[config.mk]
export PLATFORM = sky130hd
export DESIGN_NAME = pwm_capture_ctrl
export DESIGN_NICKNAME = d
export VERILOG_FILES = /design/src/rtl/pwm_capture_ctrl.sv
export SDC_FILE = /design/constraint.sdc
export NUM_CORES = 1
export LEC_CHECK = 0
export BUFFER_PORTS_ARGS = -buffer_cell sky130_fd_sc_hd__buf_2
export CAP_MARGIN = 10
export CORE_MARGIN = 8
export CORE_UTILIZATION = 49
export CTS_CLUSTER_DIAMETER = 60
export DETAILED_ROUTE_END_ITERATION = 16
export PLACE_DENSITY = 0.88
export REMOVE_ABC_BUFFERS = 1
export SYNTH_ARGS = -nofsm -noshare
export SYNTH_HDL_FRONTEND = slang
export SYNTH_SLANG_ARGS = --single-unit
[constraint.sdc]
create_clock -name i_clk -period 2.2 [get_ports i_clk]
set_input_delay 0.22 -clock i_clk [delete_from_list [all_inputs] [get_ports i_clk]]
set_output_delay 0.22 -clock i_clk [all_outputs]
set_load 0.005 [all_outputs]
[src/rtl/pwm_capture_ctrl.sv]
// Trigger/wait/read/clear sequencer for one PWM capture core.
// Define PWM_CAPTURE_AVG_EN to report the average of four captures.
module pwm_capture_ctrl #(
    parameter int unsigned INTERVAL = 100000,
    parameter int unsigned TIMEOUT  = 1000000
) (
    input  logic        i_clk,
    input  logic        i_rst,
    input  logic        i_start,
    input  logic        i_cont,
    input  logic        i_stop,
    input  logic        i_cap_int,
    input  logic [31:0] i_cap_data,
    output logic        o_cap_trigger,
    output logic        o_cap_int_clr,
    output logic        o_cap_oe,
    output logic [31:0] o_result,
    output logic        o_result_valid,
    output logic        o_busy,
    output logic        o_timeout
);

    typedef enum logic [2:0] {
        S_IDLE,
        S_TRIG,
        S_WAIT,
        S_READ,
        S_LATCH,
        S_CLEAR,
        S_GAP
    } state_t;

    localparam logic [31:0] LP_TO_LAST = 32'(TIMEOUT - 1);
    localparam logic [31:0] LP_IV_LAST = 32'(INTERVAL - 1);

    state_t      r_state;
    state_t      w_next;
    logic [31:0] r_cnt;
    logic        r_stop_pend;
    logic        w_to_hit;
    logic        w_gap_done;
    logic        w_to_fire;

    assign w_to_hit   = (r_cnt == LP_TO_LAST);
    assign w_gap_done = (r_cnt == LP_IV_LAST);
    // A capture interrupt on the limit cycle beats the timeout
    assign w_to_fire  = (r_state == S_WAIT) && !i_stop && !i_cap_int && w_to_hit;

    always_comb begin
        w_next = r_state;
        unique case (r_state)
            S_IDLE: begin
                if (i_start && !i_stop) w_next = S_TRIG;
            end
            S_TRIG: w_next = S_WAIT;
            S_WAIT: begin
                if (i_stop)         w_next = S_CLEAR;
                else if (i_cap_int) w_next = S_READ;
                else if (w_to_hit)  w_next = S_CLEAR;
            end
            S_READ:  w_next = S_LATCH;
            S_LATCH: w_next = S_CLEAR;
            S_CLEAR: begin
                if (i_cont && !r_stop_pend && !i_stop && !o_timeout)
                    w_next = S_GAP;
                else
                    w_next = S_IDLE;
            end
            S_GAP: begin
                if (i_stop)          w_next = S_IDLE;
                else if (w_gap_done) w_next = S_TRIG;
            end
            default: w_next = S_IDLE;
        endcase
    end

    always_ff @(posedge i_clk or posedge i_rst) begin
        if (i_rst) begin
            r_state       <= S_IDLE;
            r_cnt         <= '0;
            r_stop_pend   <= 1'b0;
            o_cap_trigger <= 1'b0;
            o_cap_int_clr <= 1'b0;
            o_cap_oe      <= 1'b0;
            o_busy        <= 1'b0;
            o_timeout     <= 1'b0;
        end else begin
            r_state       <= w_next;
            o_cap_trigger <= (w_next == S_TRIG);
            o_cap_oe      <= (w_next == S_READ) || (w_next == S_LATCH);
            o_cap_int_clr <= (w_next == S_CLEAR);
            o_busy        <= (w_next != S_IDLE);

            if (w_next == S_TRIG || r_state == S_CLEAR)
                r_cnt <= '0;
            else if (r_state == S_WAIT || r_state == S_GAP)
                r_cnt <= r_cnt + 32'd1;

            if (i_stop && (r_state inside {S_TRIG, S_WAIT, S_READ, S_LATCH}))
                r_stop_pend <= 1'b1;
            else if (r_state == S_IDLE || r_state == S_GAP)
                r_stop_pend <= 1'b0;

            if (r_state == S_IDLE && w_next == S_TRIG)
                o_timeout <= 1'b0;
            else if (w_to_fire)
                o_timeout <= 1'b1;
        end
    end

`ifdef PWM_CAPTURE_AVG_EN
    logic [33:0] r_acc;
    logic [1:0]  r_acc_cnt;
    logic [33:0] w_sum;

    assign w_sum = r_acc + {2'b00, i_cap_data};

    // Every path that ends a run passes through IDLE, which flushes the sum
    always_ff @(posedge i_clk or posedge i_rst) begin
        if (i_rst) begin
            r_acc          <= '0;
            r_acc_cnt      <= '0;
            o_result       <= '0;
            o_result_valid <= 1'b0;
        end else begin
            o_result_valid <= 1'b0;
            if (r_state == S_LATCH) begin
                if (r_acc_cnt == 2'd3) begin
                    o_result       <= w_sum[33:2];
                    o_result_valid <= 1'b1;
                    r_acc          <= '0;
                    r_acc_cnt      <= '0;
                end else begin
                    r_acc     <= w_sum;
                    r_acc_cnt <= r_acc_cnt + 2'd1;
                end
            end else if (r_state == S_IDLE || w_next == S_IDLE) begin
                r_acc     <= '0;
                r_acc_cnt <= '0;
            end
        end
    end
`else
    always_ff @(posedge i_clk or posedge i_rst) begin
        if (i_rst) begin
            o_result       <= '0;
            o_result_valid <= 1'b0;
        end else begin
            o_result_valid <= (r_state == S_LATCH);
            if (r_state == S_LATCH)
                o_result <= i_cap_data;
        end
    end
`endif

endmodule

Yosys cells after proc, flatten, opt, wreduce, memory -nomap -nowiden
Index checks and enable logic that the tools add are counted.
Widths: inputs -> output; s select.
{ "totals": {"reg_bits": 74, "wordCells": 60, "output_inout_bits": 38} }
{ "op_classes": {"n_reduce_logical": 23, "addsub": 1, "eq_ne": 12, "mux": 14} }
{ "ops": {"columns": ["cell", "count"], "rows": [
  ["$mux 32", 2],
  ["$add 32x1->32 const B", 1],
  ["$eq 32x17->1 const B", 1],
  ["$eq 32x20->1 const B", 1],
  ["$mux 3", 7],
  ["$pmux 3 s7", 1],
  ["$eq 3x3->1 const B", 5],
  ["$eq 3x2->1 const B", 3],
  ["$logic_and 1x1->1", 9],
  ["$eq 3x1->1 const B", 2],
  ["$reduce_bool 2->1", 3],
  ["$logic_not 1->1", 4],
  ["$logic_or 1x1->1", 4],
  ["$mux 1", 4],
  ["$reduce_bool 4->1", 1],
  ["$logic_not 3->1", 1],
  ["$reduce_bool 3->1", 1]
]} }

Longest topological paths before layout
{ "depth": {"depth_word": 9, "depth_mapped": 8, "mapped_depth_nobuf": 7} }

Worst setup path before layout
Ideal clock, no wire load.
{ "synth_path": {"path_kind": "flip-flop to flip-flop", "start": "register r_cnt[14]", "end": "register r_cnt[13]", "setup_time_ns": 0.119, "path_buffers": 1, "period_less_slack_ns": 2.324, "arrival_time_ns": 2.205, "stages_incl_launch_ff": 8, "slack_ns": -0.124, "path_cell_list": "dfrtp_1 -> or4b_1 -> or4_1 -> nor4_2 -> o21ai_2 -> o22ai_4 -> buf_8 -> nor2_2"} }
{ "synth_between": {"elab_chain_len": 8, "word_cells_on_any_way": 12} }
{ "synth_rtl": {"columns": ["element", "line_no", "text"], "rows": [
  ["start, declared", "38", "logic [31:0] r_cnt;"],
  ["start signal, assigned", "97", "r_cnt <= r_cnt + 32'd1;"],
  ["$eq 32x20->1", "44", "assign w_to_hit = (r_cnt == LP_TO_LAST);"],
  ["$mux 3", "59", "else if (w_to_hit) w_next = S_CLEAR;"],
  ["$mux 3", "58", "else if (i_cap_int) w_next = S_READ;"],
  ["$mux 3", "57", "if (i_stop) w_next = S_CLEAR;"],
  ["$pmux 3 s7 (*)", "51", "unique case (r_state)"],
  ["$eq 3x1->1 (*)", "94", "if (w_next == S_TRIG || r_state == S_CLEAR)"],
  ["$logic_or 1x1->1 (*)", "94", null],
  ["$mux 32 / $reduce_bool 2->1 (equally long branches)", null, null]
]} }
Mark *: on every way between the ends. The rest lies on a longest branch, timed or not.
A chain may end at the register's enable or synchronous reset.

Worst setup path in the final report
{ "layout_path": {"start": "register r_cnt[17]", "end": "register r_cnt[18]"} }
{ "layout_between": {"elab_chain_len": 8, "word_cells_on_any_way": 14} }
{ "layout_rtl": {"columns": ["element", "line_no"], "rows": [
  ["$eq 32x20->1", "44"],
  ["$mux 3", "59"],
  ["$mux 3", "58"],
  ["$mux 3", "57"],
  ["$pmux 3 s7", "51"],
  ["$eq 3x1->1", "94"],
  ["$logic_or 1x1->1", "94"],
  ["$mux 32 / $reduce_bool 2->1 (equally long branches)", null]
]} }
Parallel ways exist; a longest one is shown, timed or not. The select of a mux whose other input is x is not followed.

==> results.ini <==
[final_layout]
fin_cells = 494
antenna_cells = 0
multi_input_area_um2 = 1471
syn_to_final_growth_pct = 28.50
fillers = 465
drive_gt1_share_pct = 43.00
regArea_um2 = 1852
design_area_um2 = 4349
nets = 448

[floorplanning]
dieArea_um2 = 9823
num_rows = 30
initial_core_util_pct = 50.09
die_w_um = 99.11
num_io_pins = 76
fp.coreArea_um2 = 6756
fp.dieH_um = 99.11

[logic_synthesis]
netlist_area_um2 = 3384
synth_xor_area_share_pct = 8.281
synth_simple_gate_area_share_pct = 19.74
synth_flop_cell = dfrtp_1
synth_area_per_cell_um2 = 11.24
yosysMostFrequentCell = dfrtp_1
synth_top_area_share_pct = 54.71
synthArstFlopShare_pct = 100.0
synth_top_family_by_area = simple AND/OR/NAND/NOR gates
synthTopCellsByArea = dfrtp_1 55%, mux2_2 11%, xor2_1 5.2%, nor2_1 4.1%, xnor2_1 3.1%
synth-compound-area-share_pct = 3.105
muxShareOfSynthArea_pct = 10.94
synthCells = 301
seq_area_frac_synth_pct = 54.71
ys_warn_count = 0
synth_fa_ha_area_share_pct = 0.3697
yosys.cell_types.count = 37
ys_seq_elements = 74
synth_edf_count = 0
synth.top_cells.by_count = 74 x dfrtp_1, 37 x nor2_1, 32 x mux2_2
synth_top_area_cell = dfrtp_1

[placement]
gp_congestion = 0.8577
portBuffers = 75
placed_area_um2 = 4013
dp_cells = 469
hpwlAfterDp_um = 6038

[sta]
finalHoldViolCount = 0
finalWorstSetupSlack_ns = -0.2170
setup_viol = 34
tightestPinTransition_ns = 0.5777
fin_hold_ws_ns = 0.09574
fmax_ghz = 0.4137
grt_setup_unrepaired = true
min_period_ns = 2.417
min_period_over_period_pct = 109.9
setup-tns-final_ns = -6.423
skew_ns = 0.007509
drv_slew = 0
relSlewSlack_pct = 61.43

[setup_path]
cp_max_fo = 9
crit_type = flip-flop to flip-flop
reg2reg_depth = 8
max_stage_delay_ns = 0.56
endpoint_kind = flip-flop
cp.arrival_ns = 2.66
crit_slowest_cell = or4_4
path_cells = or4b_4, or4_4, nor4_4, o21ai_2, o22ai_4, buf_4, buf_16, nor2_2
required_ns = 2.44
crit_path_start_kind = flip-flop

[grt]
antenna_found_initial = 0
grt.met1_usage_pct = 21.74
grtUsageTotal_pct = 18.69
top_usage_layer = met2
grt_start_max_net_pins = 34
grt.met3_usage_pct = 7.123
overflow = 0
met2_usage_pct = 29.83
grt_pass1_vias = 2841
grt_pass1_wl_um = 14510

[routing]
dr.pass1.iters = 4
vias_per_cell = 5.587
drt_iter0_drc = 234
ant_nets = 0
vias = 2760
post-route-drc-count = 0
wl_per_cell_um = 18.32
routed_wl_um = 9052

[status]
outcome = finished with violations
failed_checks = setup timing

[pwr]
p_leak_nw = 2.038
power.density_nw_per_um2 = 1174
peakVddDrop_mv = 0.4108

[clock_tree]
clkSinkCount = 74
cts_max_level = 3
cts_tree = built
cts_inserted_buffers = 9
clockRootBuffer = clkbuf_8
path_clk_slew_ns = 0.08
clkLatencyLatePin_ns = 0.36
clock_tree.buffer_depth = 2

[flow_run]
cap_violations = 0

[worst_hold_path]
hold_depth = 2
min_path_type = input pin to flip-flop

==> final timing paths <==
check / start / slack, ns / end
worst max-delay path: r_cnt[17]$_DFFE_PP0P_ / -0.22 / r_cnt[18]$_DFFE_PP0P_
worst min-delay path: i_cap_data[25] / 0.1 / o_result[25]$_DFFE_PP0P_
worst max register to register: r_cnt[17]$_DFFE_PP0P_ / -0.22 / r_cnt[18]$_DFFE_PP0P_
worst min register to register: o_result[21]$_DFFE_PP0P_ / 0.50 / o_result[21]$_DFFE_PP0P_
max in group asynchronous: i_rst / 0.98 / o_cap_trigger$_DFF_PP0_
min in group asynchronous: i_rst / 0.47 / o_result[9]$_DFFE_PP0P_
==> routing by layer <==
| metal | share of wire, % | up-vias |
|---|---|---|
| met2 | 47 | 142 |
| met3 | 9.9 | 20 |
| met4 | 2.7 | 0 |
| met5 | 0 | - |
| li1 | - | 1257 |
| met1 | 40 | 1341 |
==> power breakdown <==
group          leakage [nW]  total, mW  internal [mW]  switching (mW)
logic                 0.990       2.05           1.08           0.972
clock network        0.0945       1.08          0.554           0.523
registers             0.954       1.98           1.75           0.227
total                  2.04       5.10           3.38            1.72
==> state kept, by name, summed over array words and instances, names as in the netlist <==
register        count
o_result           32
o_timeout           1
o_cap_int_clr       1
r_cnt              32
o_cap_oe            1
r_state             3
o_result_valid      1
o_cap_trigger       1
r_stop_pend         1
o_busy              1
==> metrics by stage <==
stage	worst slack, ns	total power, mW	utilization (%)
4_1_cts	-0.1389	5.031	63.89
5_1_grt	-0.2826	5.367	64.37
3_3_place_gp	-0.1082	3.630	59.39
6_report	-0.2170	5.105	64.37
3_5_place_dp	-0.1711	3.745	59.39
2_1_floorplan	-1.441	2.893	-
==> logic make-up (layout without fill, tap and decap cells) <==
kind of cell,count (synthesis),in the layout
and+or+nand+nor,128,128
DFF,74,74
muxes,33,33
xor gates and xnor gates,32,32
buffers and inverters,18,131
AOI/OAI and AO/OA,15,15
adders and majority gates,1,1
==> cell type report <==
type / count / share of cell area, %
flip-flops and latches: 74 / 42.58
multi-input cells: 209 / 33.83
repair buffers: 108 / 16.00
clock buffers: 10 / 3.165
well taps: 80 / 2.301
clock inverters: 6 / 1.525
inverters: 7 / 0.6041
==> timing repair <==
item,4_1_cts,5_1_grt
hold endpoints to repair,26,0
setup endpoints to repair,35,36
resized for setup,6,3
hold buffers,1,0
cloned,1,1
pin swaps,2,1
setup buffers,5,3
==> layout by cell type, fill, tap and decap left out, drive strengths merged, types with 2 or more instances in the layout <==
master    count
o21ai         5
nand4        11
clkbuf       11
nor4          9
xor2         20
nor2b         2
and4          2
nand3        15
xnor2        12
dfrtp        74
inv           7
nor2         47
buf         106
clkinvlp      3
and3          4
clkinv        2
nor3          8
mux2         32
nand2b        5
nor4b         2
a21oi         6
nand2        18
==> worst max-delay path: cells and delay by family, from the launching register on <==
family,cells,cell delay (ns)
AO/OA/AOI/OAI,2,0.27
buffers and inverters,2,0.30
flip-flops,1,0.41
AND/OR/NAND/NOR,4,1.32
No activity file was read; power rests on OpenSTA's default activity.
